[config.mk]
export PLATFORM = sky130hd
export DESIGN_NAME = lcrc_feed_sequencer
export DESIGN_NICKNAME = d
export VERILOG_FILES = /design/src/rtl/lcrc_feed_sequencer.sv
export SDC_FILE = /design/constraint.sdc
export NUM_CORES = 1
export LEC_CHECK = 0
export CAP_MARGIN = 20
export CORE_MARGIN = 2
export CORE_UTILIZATION = 40
export DETAILED_ROUTE_END_ITERATION = 7
export PLACE_DENSITY = 0.66
export SYNTH_ARGS = -nofsm -noshare
export SYNTH_HDL_FRONTEND = slang
export SYNTH_SLANG_ARGS = --single-unit
[constraint.sdc]
create_clock -name clk -period 3 [get_ports clk]
set_input_delay 0.3 -clock clk [delete_from_list [all_inputs] [get_ports clk]]
set_output_delay 0.3 -clock clk [all_outputs]
set_load 0.02 [all_outputs]
[src/rtl/lcrc_feed_sequencer.sv]
// DLL TX sequencer feeding the bit-serial LCRC engine: collects a 1/2-beat TLP,
// stamps it with the next transmit sequence number and returns {seq, crc} with a done pulse.
module lcrc_feed_sequencer #(
    parameter int                 DATA_W   = 128,
    parameter int                 SEQ_W    = 12,
    parameter logic [SEQ_W-1:0]   SEQ_INIT = '0
) (
    input  logic              clk,
    input  logic              rst_n,
    input  logic [DATA_W-1:0] tlp_data_i,
    input  logic              tlp_valid_i,
    input  logic              tlp_last_i,
    output logic              tlp_ready_o,
    input  logic              rb_full_i,
    output logic [1:0]        lcrc_ctrl_o,
    output logic              lcrc_start_o,
    output logic [DATA_W-1:0] lcrc_data_o,
    output logic              lcrc_end_o,
    output logic              lcrc_skip_o,
    input  logic [31:0]       lcrc_in_i,
    input  logic              lcrc_vld_i,
    output logic              done_o,
    output logic [SEQ_W-1:0]  seq_o,
    output logic [31:0]       crc_o,
    output logic              tlp_err_o,
    output logic              busy_o
);

    typedef enum logic [2:0] {IDLE, COLLECT, SEQ, B0, B1, CRC} state_e;

    state_e             state_q, state_d;
    logic [DATA_W-1:0]  beat0_q, beat1_q;
    logic               last0_q;
    logic [SEQ_W-1:0]   next_seq_q;
    logic [SEQ_W-1:0]   seq_q;
    logic [31:0]        crc_q;
    logic               done_q, err_q;

    logic               ready_d, capture0, capture1, err_d, finish;

    always_comb begin
        state_d      = state_q;
        ready_d      = 1'b0;
        capture0     = 1'b0;
        capture1     = 1'b0;
        err_d        = 1'b0;
        finish       = 1'b0;
        lcrc_ctrl_o  = 2'b00;
        lcrc_start_o = 1'b0;
        lcrc_data_o  = '0;
        lcrc_end_o   = 1'b0;
        lcrc_skip_o  = 1'b0;
        case (state_q)
            IDLE: begin
                ready_d = !rb_full_i;
                if (tlp_valid_i && !rb_full_i) begin
                    capture0 = 1'b1;
                    state_d  = tlp_last_i ? SEQ : COLLECT;
                end
            end
            // Once beat0 is in, the TLP must complete regardless of replay-buffer pressure.
            COLLECT: begin
                ready_d = 1'b1;
                if (tlp_valid_i) begin
                    capture1 = 1'b1;
                    err_d    = !tlp_last_i;
                    state_d  = SEQ;
                end
            end
            SEQ: begin
                lcrc_start_o              = 1'b1;
                lcrc_data_o[SEQ_W-1:0]    = next_seq_q;
                state_d                   = B0;
            end
            B0: begin
                lcrc_ctrl_o = 2'b01;
                lcrc_data_o = beat0_q;
                lcrc_end_o  = last0_q;
                state_d     = last0_q ? CRC : B1;
            end
            B1: begin
                lcrc_ctrl_o = 2'b10;
                lcrc_data_o = beat1_q;
                state_d     = CRC;
            end
            CRC: begin
                lcrc_ctrl_o = 2'b11;
                lcrc_skip_o = last0_q;
                if (lcrc_vld_i) begin
                    finish  = 1'b1;
                    state_d = IDLE;
                end
            end
            default: state_d = IDLE;
        endcase
    end

    always_ff @(posedge clk or negedge rst_n) begin
        if (!rst_n) begin
            state_q    <= IDLE;
            beat0_q    <= '0;
            beat1_q    <= '0;
            last0_q    <= 1'b0;
            next_seq_q <= SEQ_INIT;
            seq_q      <= '0;
            crc_q      <= 32'hFFFF_FFFF;
            done_q     <= 1'b0;
            err_q      <= 1'b0;
        end else begin
            state_q <= state_d;
            done_q  <= finish;
            err_q   <= err_d;
            if (capture0) begin
                beat0_q <= tlp_data_i;
                last0_q <= tlp_last_i;
            end
            if (capture1) begin
                beat1_q <= tlp_data_i;
            end
            if (finish) begin
                crc_q      <= lcrc_in_i;
                seq_q      <= next_seq_q;
                next_seq_q <= next_seq_q + SEQ_W'(1);
            end
        end
    end

    // Ready is forced low while reset is held even though the state already reads IDLE.
    assign tlp_ready_o = ready_d & rst_n;
    assign done_o      = done_q;
    assign seq_o       = seq_q;
    assign crc_o       = crc_q;
    assign tlp_err_o   = err_q;
    assign busy_o      = (state_q != IDLE);

endmodule

Word-level counts from Yosys, hierarchy flattened

Cells that the tools add are included.

Bits in registers: 318
Latch bits: 0
RAM bits: 0
Memory bits (read-only): 0
Output and inout bits: 181
Logic and storage cells: 46
Memories: 0

Add/sub/neg operators: 1
Multiply operators: 0
Div/mod/pow operators: 0
Magnitude comparators: 0
Equality and inequality tests: 8
Shift operators: 0
Muxes and demuxes: 21
Bitwise operators: 1
Reduce and logical (&&, ||, !) cells: 6

Operators with widths:

| cell                                                 | count |
|---|---|
| one-hot mux 116 bit (2 select lines)                 | 1 |
| one-hot mux 12 bit (3 select lines)                  | 1 |
| one-hot mux 3 bit (6 select lines)                   | 1 |
| adder 12 x 1 -> 12 bit (second input constant)       | 1 |
| two-way mux 1 bit                                    | 12 |
| two-way mux 3 bit                                    | 3 |
| equality test 3 x 2 -> 1 bit (second input constant) | 2 |
| equality test 3 bit (second input constant)          | 2 |
| inequality test 2 bit (second input constant)        | 3 |
| one-hot mux 2 bit (3 select lines)                   | 1 |
| equality test 3 x 1 -> 1 bit (second input constant) | 1 |
| logical NOT 3 bit                                    | 1 |
| AND reduction 3 bit                                  | 1 |
| nonzero test 3 bit                                   | 1 |
| logical NOT 1 bit                                    | 2 |
| two-way mux 2 bit                                    | 1 |
| one-hot mux 1 bit (2 select lines)                   | 1 |
| bitwise AND 1 bit                                    | 1 |
| logical AND 1 bit                                    | 1 |

Depth between registers and ports, before layout

Gate-level depths: netlist of the first run.

Word-level depth: 4
Depth in mapped cells: 7

Worst setup path after synthesis of the first run

No wires, ideal clock.

Path kind: flip-flop to output port
Start point: register state_q[2]
End point: output lcrc_data_o[3]
Arrival: 1.498 ns
Setup slack: 1.202 ns
Cell stages (with the launch flop): 7
Cells stage by stage: dfrtp_1 > buf_6 > nor2b_1 > clkbuf_1 > buf_2 > a22oi_1 > o2bb2ai_1

Longest elaborated chain between the ends: 2

RTL lines:

| element                                                                    | line | text |
|---|---|---|
| from (decl)                                                                | 31   | `state_e state_q, state_d;` |
| from (signal assigned)                                                     | 110  | `state_q <= state_d;` |
| equality test 3 bit / equality test 3 x 2 -> 1 bit (equally long branches) | 53   | `case (state_q)` |
| one-hot mux 12 bit (3 select lines) *                                      | 53   |  |
| to (decl)                                                                  | 17   | `output logic [DATA_W-1:0] lcrc_data_o,` |

Mark *: on every way between the ends. The rest lies on a longest branch, timed or not.

Worst setup path in the final report of the first run

Start point: register state_q[2]
End point: output lcrc_data_o[77]

Longest elaborated chain between the ends: 2

RTL lines:

| element                                                                    | line |
|---|---|
| equality test 3 bit / equality test 3 x 2 -> 1 bit (equally long branches) | 53 |
| one-hot mux 116 bit (2 select lines) *                                     | 53 |

Marked as above.

==> results of run 1 <==
-- logic make-up (layout without fill, tap and decap cells) --
logic type      count (synthesis)  count (layout)  share of synthesized area
flops                         318             318                     0.5693
mux                           257             257                     0.2327
simple gates                  170             170                    0.05496
compound gates                149             149                    0.09023
buf+inv                        77             443                    0.04498
xor+xnor                       11              11                   0.006858
fa+ha+maj                       1               1                  0.0008906
other cells                     0               3                          0
-- cell type report --
type / instances / area [sq um]
antenna: 3 / 7.507
clock buffer: 52 / 1125
sequential: 318 / 7999
fill: 2848 / 15350
tap: 455 / 569.3
inverter: 3 / 11.26
multi-input combinational: 588 / 5438
clock inverter: 13 / 172.7
timing repair buffer: 375 / 3874
-- power groups by stage --
| stage | registers (W) | clock network, W | logic [W] |
|---|---|---|---|
| after floorplan | 0.00762 | 0 | 0.00520 |
| final | 0.00759 | 0.00471 | 0.00835 |
| after global placement | 0.00759 | 0 | 0.00822 |
| after global routing | 0.00785 | 0.00504 | 0.00893 |
| after detailed placement | 0.00763 | 0 | 0.00834 |
| after CTS | 0.00760 | 0.00485 | 0.00846 |
-- stage by stage --
step	power, W	setup WS, ns	area, sq um	util
3_3_place_gp	0.01580	0.4732	17790	0.5150
5_1_grt	0.02182	0.005707	19190	0.5555
4_1_cts	0.02092	0.04054	19170	0.5550
2_1_floorplan	0.01282	1.202	14050	-
6_report	0.02065	0.1270	19200	0.5557
3_5_place_dp	0.01598	0.4325	17790	0.5150
-- critical path, delay by kind of cell (launching register included) --
family / cells / cell delay [ns]
AND/OR/NAND/NOR: 2 / 0.42
flip-flops: 1 / 0.48
AO/OA/AOI/OAI: 1 / 0.24
buffers and inverters: 2 / 0.86
-- cell usage in the layout (no fill, tap or decap), types with 3 or more instances in the layout --
cell type / netlist / routed
bufinv_16: 0 / 4
clkbuf_16: 0 / 39
clkdlybuf4s50_1: 0 / 342
o2bb2ai_1: 12 / 12
xor2_1: 6 / 6
o21ai_0: 3 / 3
o21a_1: 3 / 3
nor2b_1: 6 / 6
nor3_1: 4 / 4
xnor2_1: 5 / 5
dlymetal6s2s_1: 0 / 3
a22o_1: 116 / 116
clkinv_2: 0 / 7
nand2_1: 138 / 138
diode_2: 0 / 3
clkbuf_8: 0 / 10
dfrtp_1: 286 / 285
nand4_1: 3 / 3
clkbuf_1: 13 / 3
mux2_4: 100 / 100
dfstp_2: 32 / 32
a22oi_1: 12 / 12
buf_12: 11 / 9
nand3_1: 3 / 3
buf_4: 4 / 16
mux2_2: 157 / 157
-- final timing paths --
kind                                    to  slack (ns)
setup / recovery           lcrc_data_o[77]        0.13
hold / removal                 beat0_q[24]        0.22
setup reg to reg               beat0_q[86]        0.80
hold reg to reg                  crc_o[24]        0.46
max in group asynchronous    next_seq_q[9]        1.26
min in group clk                 crc_o[30]        0.30
-- metal layers --
layer | vias to the layer above | global-route usage | wire [um]
met3 | 45 | 0.06793 | 3261
met2 | 290 | 0.3145 | 16520
li1 | 4210 | - | -
met5 | - | 0 | 9
met4 | 2 | 0.04645 | 660
met1 | 4596 | 0.2451 | 15080
-- registers in the layout, indices dropped and copies added, names as in the netlist --
signal and count:
tlp_err_o 1, beat0_q 128, crc_o 32, last0_q 1, seq_o 12, beat1_q 128
next_seq_q 12, done_o 1, state_q 3
-- repair_timing --
item / 4_1_cts / 5_1_grt
gates resized for setup: 2 / 5
pin swaps: 0 / 0
hold buffers: 1 / 0
hold endpoints to repair: 13 / 0
setup endpoints to repair: 107 / 88
buffers inserted: 4 / 0
cloned: 1 / 0
==> results.json, run 1 <==
{
  "via_per_inst": 5.060,
  "slew_headroom": 0.3971,
  "synth_commonest_cells": "286 x dfrtp_1, 157 x mux2_2, 138 x nand2_1, 116 x a22o_1, 100 x mux2_4",
  "ys_types": 41,
  "grt_pass1_vias": 9698,
  "ys_seq_elements": 318,
  "drc": 0,
  "io_pins": 347,
  "coreArea_sq_um": 34540,
  "crit_type": "flop to primary output",
  "ant_nets": 0,
  "synth-async-reset-ratio": 1.000,
  "fin_nets": 1490,
  "vias": 9143,
  "grt_pass1_wl_mm": 55.55,
  "timing.rr.start": "state_q[0]",
  "max_stage_delay_ns": 0.62,
  "finalSetupViolCount": 0,
  "cts_tree": "done",
  "whs_ns": 0.2181,
  "gp_congestion": 0.7495,
  "critPathLaunch": "state_q[2]",
  "antenna_found_initial": 4,
  "grt_overflow_total": 0,
  "dp.cells": 1733,
  "seqPwrFrac": 0.367,
  "period_share": 0.9577,
  "hold_path_class": "input pin to async pin",
  "drt-total-wl_mm": 35.53,
  "syn_to_final_growth_pct": 36.65,
  "skew_ns": 0.01092,
  "die-area_sq_um": 36630,
  "die_x_um": 191.4,
  "synthesis.area_sq_um": 14050,
  "htree_num_levels": 2,
  "status": "finished, final reports clean",
  "grt_usage": 0.1928,
  "cts_sinks": 318,
  "max_freq_mhz": 348.1,
  "grt_setup_unrepaired": "false",
  "final_cells": 1807,
  "clkLatencyLatePin_ns": 0.51,
  "cts-root-buf": "clkbuf_16",
  "slowest_stage": "clkdlybuf4s50_1",
  "grt_max_degree": 139,
  "yosysTopAreaCell": "dfrtp_1",
  "hpwl_mm": 23.23,
  "tightest_slew_ns": 0.9044,
  "ys_warn_count": 0,
  "critical_path_required_ns": 2.70,
  "initial_core_util": 0.4067,
  "r2r_cells": 4,
  "synth_top_flop_cell": "dfrtp_1",
  "drt_pass1_iterations": 5,
  "p_leak_nw": 8.236,
  "synthTopCellsByArea": "dfrtp_1 51%, mux2_2 13%, mux2_4 11%, a22o_1 7.2%, dfstp_2 6.0%",
  "internal_power_w": 0.01410,
  "std_cell_rows": 68,
  "clkTransAtPathRegs_ns": 0.06,
  "synth_cells": 983,
  "die_y_um": 191.4,
  "crit_arrival_ns": 2.57,
  "path_cells": "nor2b_1 > and2_4 > buf_16 > a22o_1 > clkdlybuf4s50_1",
  "cts_max_path_buffers": 3,
  "cellPowerDensity_nw_per_um2": 1076,
  "slew_violations": 0,
  "hold_violations": 0,
  "drv_cap": 0,
  "synth.top_cell.area_share": 0.5095,
  "fin_tns_setup_ns": 0,
  "p_sw_w": 0.006540,
  "final_layout_size_suffix_gt1_frac": 0.2891,
  "numCtsBuffers": 37,
  "synth.most_common_cell": "dfrtp_1",
  "p_clk_frac": 0.228,
  "worstSetupEndpointType": "primary output",
  "routedWlPerCell_um": 19.66,
  "synth-edff-count": 0,
  "ys_seq_area_frac": 0.5693,
  "synth_nets": 1150,
  "combPwrFrac": 0.404,
  "crit_fanout": 50,
  "fin_crit_ns": 2.873,
  "portBuffers": 346,
  "crit_path_start_kind": "flop",
  "avgSynthCellArea_sq_um": 14.29,
  "drtIter0Drc": 365,
  "ir_drop_mv": 0.5336,
  "p_sw_frac": 0.3168
}
Power figures use the tool's default switching activity.
==> run 2: changes to the inputs <==
--- a/config.mk
+++ b/config.mk
@@ -10,6 +10,7 @@
 export CORE_UTILIZATION = 40
 export DETAILED_ROUTE_END_ITERATION = 7
 export PLACE_DENSITY = 0.66
+export SLEW_MARGIN = 20
 export SYNTH_ARGS = -nofsm -noshare
 export SYNTH_HDL_FRONTEND = slang
 export SYNTH_SLANG_ARGS = --single-unit
==> constraint.sdc (replaced) <==
create_clock -name clk -period 3 [get_ports clk]
set_input_delay 0.3 -clock clk [delete_from_list [all_inputs] [get_ports clk]]
set_output_delay 0.3 -clock clk [all_outputs]
set_load 0.01 [all_outputs]
==> run 2 against run 1 <==
- sequential power about the same
- clock skew up 0.0033 ns
- die area unchanged
- register-to-register slack got worse by 0.16 ns
- design area decreased by 1.2%
- cell count decreased by 0.77%
- setup slack improved by 0.028 ns
==> results.json, run 2 (synthesis gave the netlist of run 1 again) <==
{
  "cts-root-buf": "clkbuf_16",
  "seqCellArea_sq_um": 7999,
  "drt_pass1_iterations": 4,
  "finalSetupViolCount": 0,
  "initial_core_util": 0.4067,
  "slowest_stage": "clkdlybuf4s50_1",
  "cts_max_path_buffers": 3,
  "period_share": 0.9484,
  "grt_pass1_vias": 9494,
  "dr.max_layer_used": "met5",
  "hold_path_class": "input pin to async pin",
  "worstSetupEndpointType": "primary output",
  "via_per_inst": 5.080,
  "htree_num_levels": 2,
  "drt-total-wl_mm": 35.21,
  "hold_violations": 0,
  "routedWlPerCell_um": 19.64,
  "r2r_cells": 4,
  "timing.rr.start": "state_q[0]",
  "crit_fanout": 37,
  "most-common-layout-cells": "345 x clkdlybuf4s50_1, 285 x dfrtp_1, 157 x mux2_2, 138 x nand2_1, 116 x a22o_1",
  "dp.cells": 1727,
  "p_leak_nw": 8.052,
  "fin_crit_ns": 2.845,
  "grt_overflow_total": 0,
  "portBuffers": 346,
  "antenna_found_initial": 3,
  "path_cells": "nor2b_1 > and2_4 > buf_16 > a22o_1 > clkdlybuf4s50_1",
  "cellPowerDensity_nw_per_um2": 1024,
  "slew_headroom": 0.5153,
  "die_x_um": 191.4,
  "fin_nets": 1479,
  "grt_max_degree": 130,
  "numCtsBuffers": 35,
  "ir_drop_mv": 0.5016,
  "clkTransAtPathRegs_ns": 0.06,
  "crit_path_start_kind": "flop",
  "slew_violations": 0,
  "grt_pass1_wl_mm": 54.22,
  "critical_path_required_ns": 2.70,
  "fill_cells": 2894,
  "tightest_slew_ns": 0.7270,
  "clkLatencyLatePin_ns": 0.50,
  "crit_type": "flop to primary output",
  "fin_tns_setup_ns": 0,
  "syn_to_final_growth_pct": 34.95,
  "r2r_slack_ns": 0.64,
  "die_y_um": 191.4,
  "coreArea_sq_um": 34540,
  "drc": 0,
  "r2r-end": "beat0_q[90]",
  "ant_nets": 0,
  "max_freq_mhz": 351.5,
  "skew_ns": 0.01419,
  "status": "finished, final reports clean",
  "drtIter0Drc": 430,
  "dr_wl_met3_mm": 3.298,
  "hpwl_mm": 22.50,
  "max_stage_delay_ns": 0.57,
  "std_cell_rows": 68,
  "final_cells": 1793,
  "m1WireLength_mm": 14.71,
  "io_pins": 347,
  "grt_setup_unrepaired": "false",
  "vias": 9108,
  "layout_commonest_cell": "clkdlybuf4s50_1",
  "grt_usage": 0.1883,
  "multiInputGateArea_sq_um": 5438,
  "routed-wl-met2_mm": 16.41,
  "die-area_sq_um": 36630,
  "final_layout_size_suffix_gt1_frac": 0.2767,
  "cts_tree": "done",
  "gp_congestion": 0.7552,
  "cts_sinks": 318,
  "drv_cap": 0,
  "crit_arrival_ns": 2.55
}
==> run 2: cell type report <==
type	instances	share of cell area
Sequential cell	318	0.4220
Timing Repair Buffer	366	0.2003
Inverter	3	0.0005940
Clock inverter	5	0.002640
Multi-Input combinational cell	588	0.2868
Clock buffer	57	0.05755
Antenna cell	1	0.0001320
Tap cell	455	0.03003
==> run 2: critical path: cells and delay by family (launching register included) <==
| family | cells | cell delay (ns) |
|---|---|---|
| and+or+nand+nor | 2 | 0.45 |
| AOI/OAI and AO/OA | 1 | 0.28 |
| buffers and inverters | 2 | 0.79 |
| DFF | 1 | 0.48 |
==> run 2: worst max-delay path by stage <==
stage          depth (start not counted)  slack (ns)         endpoint  startpoint
3_5_place_dp                           4        0.56  lcrc_data_o[60]  state_q[2]
6_report                               5        0.15  lcrc_data_o[60]  state_q[2]
2_1_floorplan                          7        1.28   lcrc_data_o[0]  state_q[2]
4_1_cts                                4        0.06  lcrc_data_o[60]  state_q[2]
5_1_grt                                5        0.01  lcrc_data_o[60]  state_q[2]
3_3_place_gp                           4        0.61  lcrc_data_o[60]  state_q[2]
==> run 2: power by group <==
| part | internal (W) | switching [W] | leakage (nW) |
|---|---|---|---|
| sequential | 0.00647 | 0.00114 | 3.77 |
| clock | 0.00256 | 0.00166 | 0.563 |
| combinational | 0.00464 | 0.00294 | 3.71 |
| total | 0.0137 | 0.00575 | 8.05 |
==> run 2: layer usage <==
metal | track usage | vias to the layer above
li1 | - | 4183
met1 | 0.2389 | 4576
met2 | 0.3046 | 293
met3 | 0.06811 | 54
met4 | 0.04911 | 2
met5 | 0 | -
==> run 2: repair_timing <==
action / in CTS / in global routing
buffers inserted: 0 / 0
cloned: 0 / 2
endpoints found under the hold margin: 28 / 0
gates resized for setup: 1 / 3
hold buffers: 1 / 0
setup endpoints to repair: 1 / 32
==> run 2: through the flow <==
stage | setup WS, ns | hold slack (ns) | cell area (sq um) | util | total power [W]
CTS | 0.05721 | 0.2413 | 18890 | 0.5468 | 0.01958
detailed placement | 0.5621 | 0.1830 | 17730 | 0.5133 | 0.01520
finish | 0.1547 | 0.2590 | 18960 | 0.5488 | 0.01942
global route | 0.009623 | 0.2618 | 18960 | 0.5488 | 0.02060
global placement | 0.6134 | 0.1814 | 17730 | 0.5133 | 0.01503
floorplan | 1.283 | 0.004409 | 14050 | - | 0.01210
==> run 3: changes to the inputs <==
==> constraint.sdc (replaced) <==
create_clock -name clk -period 3.6 [get_ports clk]
set_input_delay 0.36 -clock clk [delete_from_list [all_inputs] [get_ports clk]]
set_output_delay 0.36 -clock clk [all_outputs]
set_load 0.01 [all_outputs]
==> run 3 against run 2 <==
- non-clock buffer count fell by 5
- die area did not move
- combinational power fell by 18%
- setup slack improved by 0.098 ns
- via count rose by 0.57%
- largest cell class unchanged
- largest power group unchanged
- highest routed layer unchanged
==> results.json, run 3 (synthesis gave the netlist of run 1 again) <==
{
  "grt_pass1_vias": 9650,
  "max_freq_mhz": 298.8,
  "final_layout_size_suffix_gt1_frac": 0.2697,
  "worstSetupEndpointType": "primary output",
  "std_cell_rows": 68,
  "fin_tns_setup_ns": 0,
  "drt_pass1_iterations": 4,
  "grt_overflow_total": 0,
  "finalSetupViolCount": 0,
  "fin_crit_ns": 3.347,
  "hold_violations": 0,
  "final_area_sq_um": 18840,
  "drc": 0,
  "gp_congestion": 0.7576,
  "critical_path_required_ns": 3.24,
  "most-common-layout-cells": "345 x clkdlybuf4s50_1, 286 x dfrtp_1, 157 x mux2_2, 138 x nand2_1, 116 x a22o_1",
  "ir_drop_mv": 0.4753,
  "io_pins": 347,
  "crit_path_start_kind": "flop",
  "clkLatencyLatePin_ns": 0.50,
  "dp.cells": 1724,
  "coreArea_sq_um": 34540,
  "layout_commonest_cell": "clkdlybuf4s50_1",
  "cts_tree": "done",
  "p_leak_nw": 7.990,
  "cts_sinks": 318,
  "grt_usage": 0.1881,
  "num_antenna_cells": 0,
  "drt-total-wl_mm": 34.94,
  "cts_max_path_buffers": 3,
  "cts_hold_buf": 1,
  "crit_fanout": 56,
  "cellPowerDensity_nw_per_um2": 856.0,
  "status": "finished, final reports clean",
  "crit_type": "flop to primary output",
  "die-area_sq_um": 36630,
  "fin_nets": 1475,
  "period_share": 0.9297,
  "die_x_um": 191.4,
  "total_power_w": 0.01613,
  "final_cells": 1786,
  "ant_nets": 0,
  "slew_headroom": 0.3820,
  "skew_ns": 0.01215,
  "cts_setup_buffers": 0,
  "via_per_inst": 5.129,
  "grt_setup_unrepaired": "false",
  "drv_cap": 0,
  "initial_core_util": 0.4067,
  "slew_violations": 0,
  "hold_path_class": "input pin to async pin",
  "cts_resized": 0,
  "antenna_found_initial": 2,
  "grt_max_degree": 156,
  "hpwl_mm": 22.88,
  "drtIter0Drc": 434,
  "die_y_um": 191.4,
  "placed_cell_area_sq_um": 17710,
  "portBuffers": 346,
  "tightest_slew_ns": 0.9270,
  "htree_num_levels": 2,
  "crit_arrival_ns": 2.99,
  "clkTransAtPathRegs_ns": 0.05,
  "cts-root-buf": "clkbuf_16",
  "routedWlPerCell_um": 19.56,
  "fill_cells": 2922,
  "grt_pass1_wl_mm": 54.81,
  "numCtsBuffers": 36,
  "vias": 9160,
  "syn_to_final_growth_pct": 34.14
}
run 3: changes by cell type in the layout (fill, tap and decap cells not counted), sizes merged:
cell,before,now
clkbuf,59,57
diode,1,0
bufinv,1,2
clkinv,4,1
inv,3,4
buf,18,15
run 3: metal layers:
metal  routed length [um]  up-vias  part of all wire  GRT usage
met3                 2822       54             0.081    0.05269
met5                   23        -           0.00066          0
li1                     -     4177                 -          -
met4                  724        4             0.021    0.04882
met1                15250     4620              0.44     0.2554
met2                16120      305              0.46     0.2964
run 3: cell type report:
class                   instances  area, sq um  share of cell area
clock inverters                 4        73.82            0.003918
repair buffers                361         3709              0.1968
flip-flops and latches        318         7998              0.4244
clock buffers                  57         1051             0.05578
inverters                       3        11.26           0.0005976
multi-input cells             588         5431              0.2882
well taps                     455        569.3             0.03021
run 3: worst paths after layout:
check	from	end	slack, ns	cells after the start
worst max-delay path	state_q[1]	lcrc_data_o[81]	0.25	5
worst max register to register	state_q[0]	next_seq_q[3]	1.21	5
worst min-delay path	rst_n	beat0_q[17]	0.35	2
worst min register to register	crc_o[25]	crc_o[25]	0.46	2
max in group asynchronous	rst_n	beat0_q[105]	2.05	3
min in group clk	lcrc_in_i[23]	crc_o[23]	0.36	3
run 3: metrics by stage:
step,hold slack [ns],worst slack [ns],util
after CTS,0.3352,0.2460,0.5455
after detailed placement,0.2736,0.8038,0.5126
after floorplan,0.06441,1.823,-
after global routing,0.3550,0.1197,0.5455
after global placement,0.2741,0.8780,0.5126
final,0.3523,0.2531,0.5455
run 3: where the power goes:
group | total [W] | switching, W | leakage (nW) | internal (W)
clock network | 0.00353 | 0.00139 | 0.546 | 0.00214
registers | 0.00642 | 0.00102 | 3.78 | 0.00539
logic | 0.00618 | 0.00238 | 3.67 | 0.00380
total | 0.0161 | 0.00480 | 7.99 | 0.0113
run 3: critical path, cell delays in order (launching register included):
cell and delay [ns]:
dfrtp_1 0.64, nor2b_1 0.26, and2_4 0.44, buf_12 0.29
a22o_1 0.23, clkdlybuf4s50_1 0.55
==> RTL change 1, RTL diff (config.mk and constraints of run 1) <==
Reset style: synchronous (`rst_n`), changed in one clocked block.
--- a/src/rtl/lcrc_feed_sequencer.sv
+++ b/src/rtl/lcrc_feed_sequencer.sv
@@ -96,5 +96,5 @@
     end
 
-    always_ff @(posedge clk or negedge rst_n) begin
+    always_ff @(posedge clk) begin
         if (!rst_n) begin
             state_q    <= IDLE;
Check against the original RTL: differs if rst_n is asserted again (counterexample within 4 cycles, from zero or initial values and one cycle with rst_n low); with rst_n held inactive, the same outputs for 4 cycles.
==> RTL change 1 against run 1 <==
- worst setup slack worse by 0.051 ns
- cell area decreased by 5.0%
- die area down 5.4%
- area after synthesis decreased by 5.5%
- routed wire length rose by 12%
- sequential cell count did not move
Power is not compared: it rests on default switching activity, and its combinational part moved more than twofold at a synthesized area within 25%.
==> RTL change 1: results <==
sta:
  period_minus_slack_ns: 2.924
  tightestPinTransition_ns: 0.6965
  skew_ns: 0.008027
  fin_hold_ws_ns: 0.1179
grt:
  grt_max_degree: 167
  grt_pass1_wl_um: 61120
  use_met2: 0.3593
  grt.total_usage: 0.2200
  grtUsageMet1: 0.2807
status:
  status: "completed"
detailed_routing:
  drt-initial-drc-count: 697
  wl_met3_um: 3421
  num_vias: 11790
  drt_wl_total_um: 39660
worst_setup_path:
  critPathMaxFanout: 46
  r2r_cells: 5
  cp-endpoint: "lcrc_data_o[121]"
  r2r-start: "state_q[0]"
  arrival_ns: 2.62
  worst_r2r_endpoint: "seq_o[2]"
placement:
  pre_cts_slack_ns: 0.4351
  dpl_cell_area_sq_um: 16960
  dp.cells: 2267
  place_congestion: 0.7721
finish:
  final_nets: 2032
logic_synthesis:
  async_flop_share: 0
  synth.distinct_cells: 37
  synth_ff_type: "dfxtp_1"
  synthTopCellsByArea: "dfxtp_1 (48%), nand2_1 (18%), a21boi_0 (9.2%)"
cts:
  post_cts_resized: 3
min_path:
  hold_path_class: "input pin to flip-flop"
[RTL change 1: cell types whose count changed in the layout (fill, tap and decap cells not counted), moves of 32 or more]
cell / change
nand2_1: +485
dfxtp_1: +316
dfrtp_1: -285
a21boi_0: +162
mux2_2: -157
a21boi_1: +110
mux2_4: -100
dfstp_2: -32
nand3_1: +32
[RTL change 1: cells by family (layout without fill, tap and decap cells)]
family,count (synthesis),in the layout,share of synthesized area
and+or+nand+nor,709,709,0.2148
buffers and inverters,137,434,0.05211
AOI/OAI and AO/OA,410,410,0.2390
other,0,1,0
muxes,12,12,0.009046
DFF,318,318,0.4794
xor gates and xnor gates,7,7,0.004617
adders and majority gates,1,1,0.0009421
[RTL change 1: area by class of cell]
cell class,count,area (sq um)
Clock inverter,8,115.1
Fill cell,2979,14380
Clock buffer,55,1104
Timing Repair Buffer,369,3830
Antenna cell,1,2.502
Multi-Input combinational cell,1139,6260
Inverter,2,7.507
Tap cell,442,553.0
Sequential cell,318,6369
==> RTL change 2, RTL diff (flow settings as in run 1) <==
Without the edit above. The parameter `DATA_W` goes from 128 to 120.
--- a/src/rtl/lcrc_feed_sequencer.sv
+++ b/src/rtl/lcrc_feed_sequencer.sv
@@ -2,5 +2,5 @@
 // stamps it with the next transmit sequence number and returns {seq, crc} with a done pulse.
 module lcrc_feed_sequencer #(
-    parameter int                 DATA_W   = 128,
+    parameter int                 DATA_W   = 120,
     parameter int                 SEQ_W    = 12,
     parameter logic [SEQ_W-1:0]   SEQ_INIT = '0
Interface: changed (resized lcrc_data_o and tlp_data_i); port bits go from 347 to 331. No check against the original RTL was run, so the function may have changed too.
==> RTL change 2 against run 1 <==
- area after synthesis down 8.6%
- non-clock buffer count down 24
- total power down 10%
- worst setup slack better by 0.013 ns
- cell area down 8.1%
- global-route usage up 0.28 points
- critical endpoint is now lcrc_data_o[100]
- routed wire length down 7.5%
- sequential cell count down 16
==> RTL change 2: results <==
status:
  status: "completed"
worst_setup_path:
  r2r_cells: 4
  arrival_ns: 2.56
  critPathMaxFanout: 51
  crit_start: "state_q[1]"
  slowest_delay_ns: 0.61
  crit_slowest_cell: "clkdlybuf4s50_1"
cts:
  clkLatencyLatePin_ns: 0.50
  numCtsBuffers: 34
  postCtsSetupBuffers: 0
  clock_path_buffers: 3
  cts_max_level: 2
  clock-sinks: 302
  clockRootBuffer: "clkbuf_16"
  path_clk_slew_ns: 0.06
finish:
  antennaDiodeCount: 0
  fillers: 2662
  drive_gt1_frac: 0.2418
  final_nets: 1417
logic_synthesis:
  synth-compound-area-share: 0.09250
  muxShareOfSynthArea: 0.2114
  synth_ff_type: "dfrtp_1"
  synthTopCellsByArea: "dfrtp_1 (53%), mux2_2 (18%), a22o_1 (7.4%)"
  async_flop_share: 1.000
  synth_xor_xnor_area_share: 0.007506
  synth_fa_ha_area_frac: 0.0009748
  syn_nets: 1104
  yosysWarningCount: 0
  ys_seq_area_frac: 0.5919
  synth.distinct_cells: 39
  yosys-top-cells-count: "dfrtp_1 (270), mux2_2 (201), nand2_1 (141)"
min_path:
  hold_path_class: "input pin to asynchronous set/reset pin"
sta:
  skew_ns: 0.009090
  tightestPinTransition_ns: 0.6822
detailed_routing:
  drt_wl_total_um: 32860
  drtPass1Iterations: 4
  drt-initial-drc-count: 353
  viasPerCell: 5.200
  route.detailed.drc: 0
grt:
  grt_pass1_vias: 9167
  grt_pass1_wl_um: 51670
  grt_max_degree: 117
  grt.total_usage: 0.1956
  antenna_found_initial: 2
power_and_ir_drop:
  vdd_drop_max_mv: 0.5487
  netSwitchingFraction: 0.3238
  leakagePower_nw: 7.401
placement:
  port_buffers: 330
  dp_hpwl_um: 21580
  place_congestion: 0.7471
[RTL change 2: stage by stage]
step	area (sq um)	setup WS, ns	utilization	instances	hold WS [ns]
final	17630	0.1395	0.5588	1684	0.2608
after global routing	17630	0.01985	0.5588	1684	0.2610
after CTS	17620	0.03547	0.5585	1684	0.2443
after detailed placement	16480	0.5827	0.5222	1623	0.1796
after global placement	16480	0.6236	0.5222	1623	0.1744
after floorplan	12840	0.9023	-	945	0.004409
[RTL change 2: critical path, delay by kind of cell, from the launching register on]
family | cells | cell delay (ns)
flops | 1 | 0.51
compound gates | 1 | 0.22
simple gates | 2 | 0.43
buf+inv | 2 | 0.85
[RTL change 2: cell families after synthesis]
group           after synthesis
fa+ha+maj                     1
xor+xnor                     11
buf+inv                      75
compound gates              139
mux                         241
simple gates                176
flops                       302
[RTL change 2: worst paths after layout]
check / end / slack [ns]
worst max-delay path: lcrc_data_o[100] / 0.14
worst min-delay path: beat0_q[19] / 0.26
worst max register to register: beat0_q[42] / 0.91
worst min register to register: crc_o[18] / 0.45
max in group asynchronous: beat0_q[50] / 1.78
min in group clk: crc_o[14] / 0.30
[RTL change 2: what timing repair did]
action	4_1_cts	5_1_grt
hold buffers	1	0
endpoints found under the setup margin	0	43
endpoints found under the hold margin	24	0
gates resized for setup	0	2
[RTL change 2: routing by layer]
layer	vias to the layer above	part of all wire	global-route usage
met5	-	0.00033	0
met4	2	0.026	0.05728
met3	65	0.073	0.05361
met2	294	0.46	0.3177
met1	4376	0.44	0.2574
li1	4020	-	-
[RTL change 2: cell type report]
type,instances,share of cell area
clock buffers,53,0.05932
clock inverters,7,0.005038
inverters,1,0.0002129
multi-input cells,568,0.2728
flip-flops and latches,302,0.4308
well taps,402,0.02852
repair buffers,351,0.2033
[RTL change 2: power groups by stage]
stage	registers, W	clock network (W)	logic, W
4_1_cts	0.00723	0.00430	0.00726
6_report	0.00723	0.00418	0.00716
3_5_place_dp	0.00728	0	0.00723
3_3_place_gp	0.00728	0	0.00709
5_1_grt	0.00748	0.00448	0.00770
2_1_floorplan	0.00718	0	0.00433
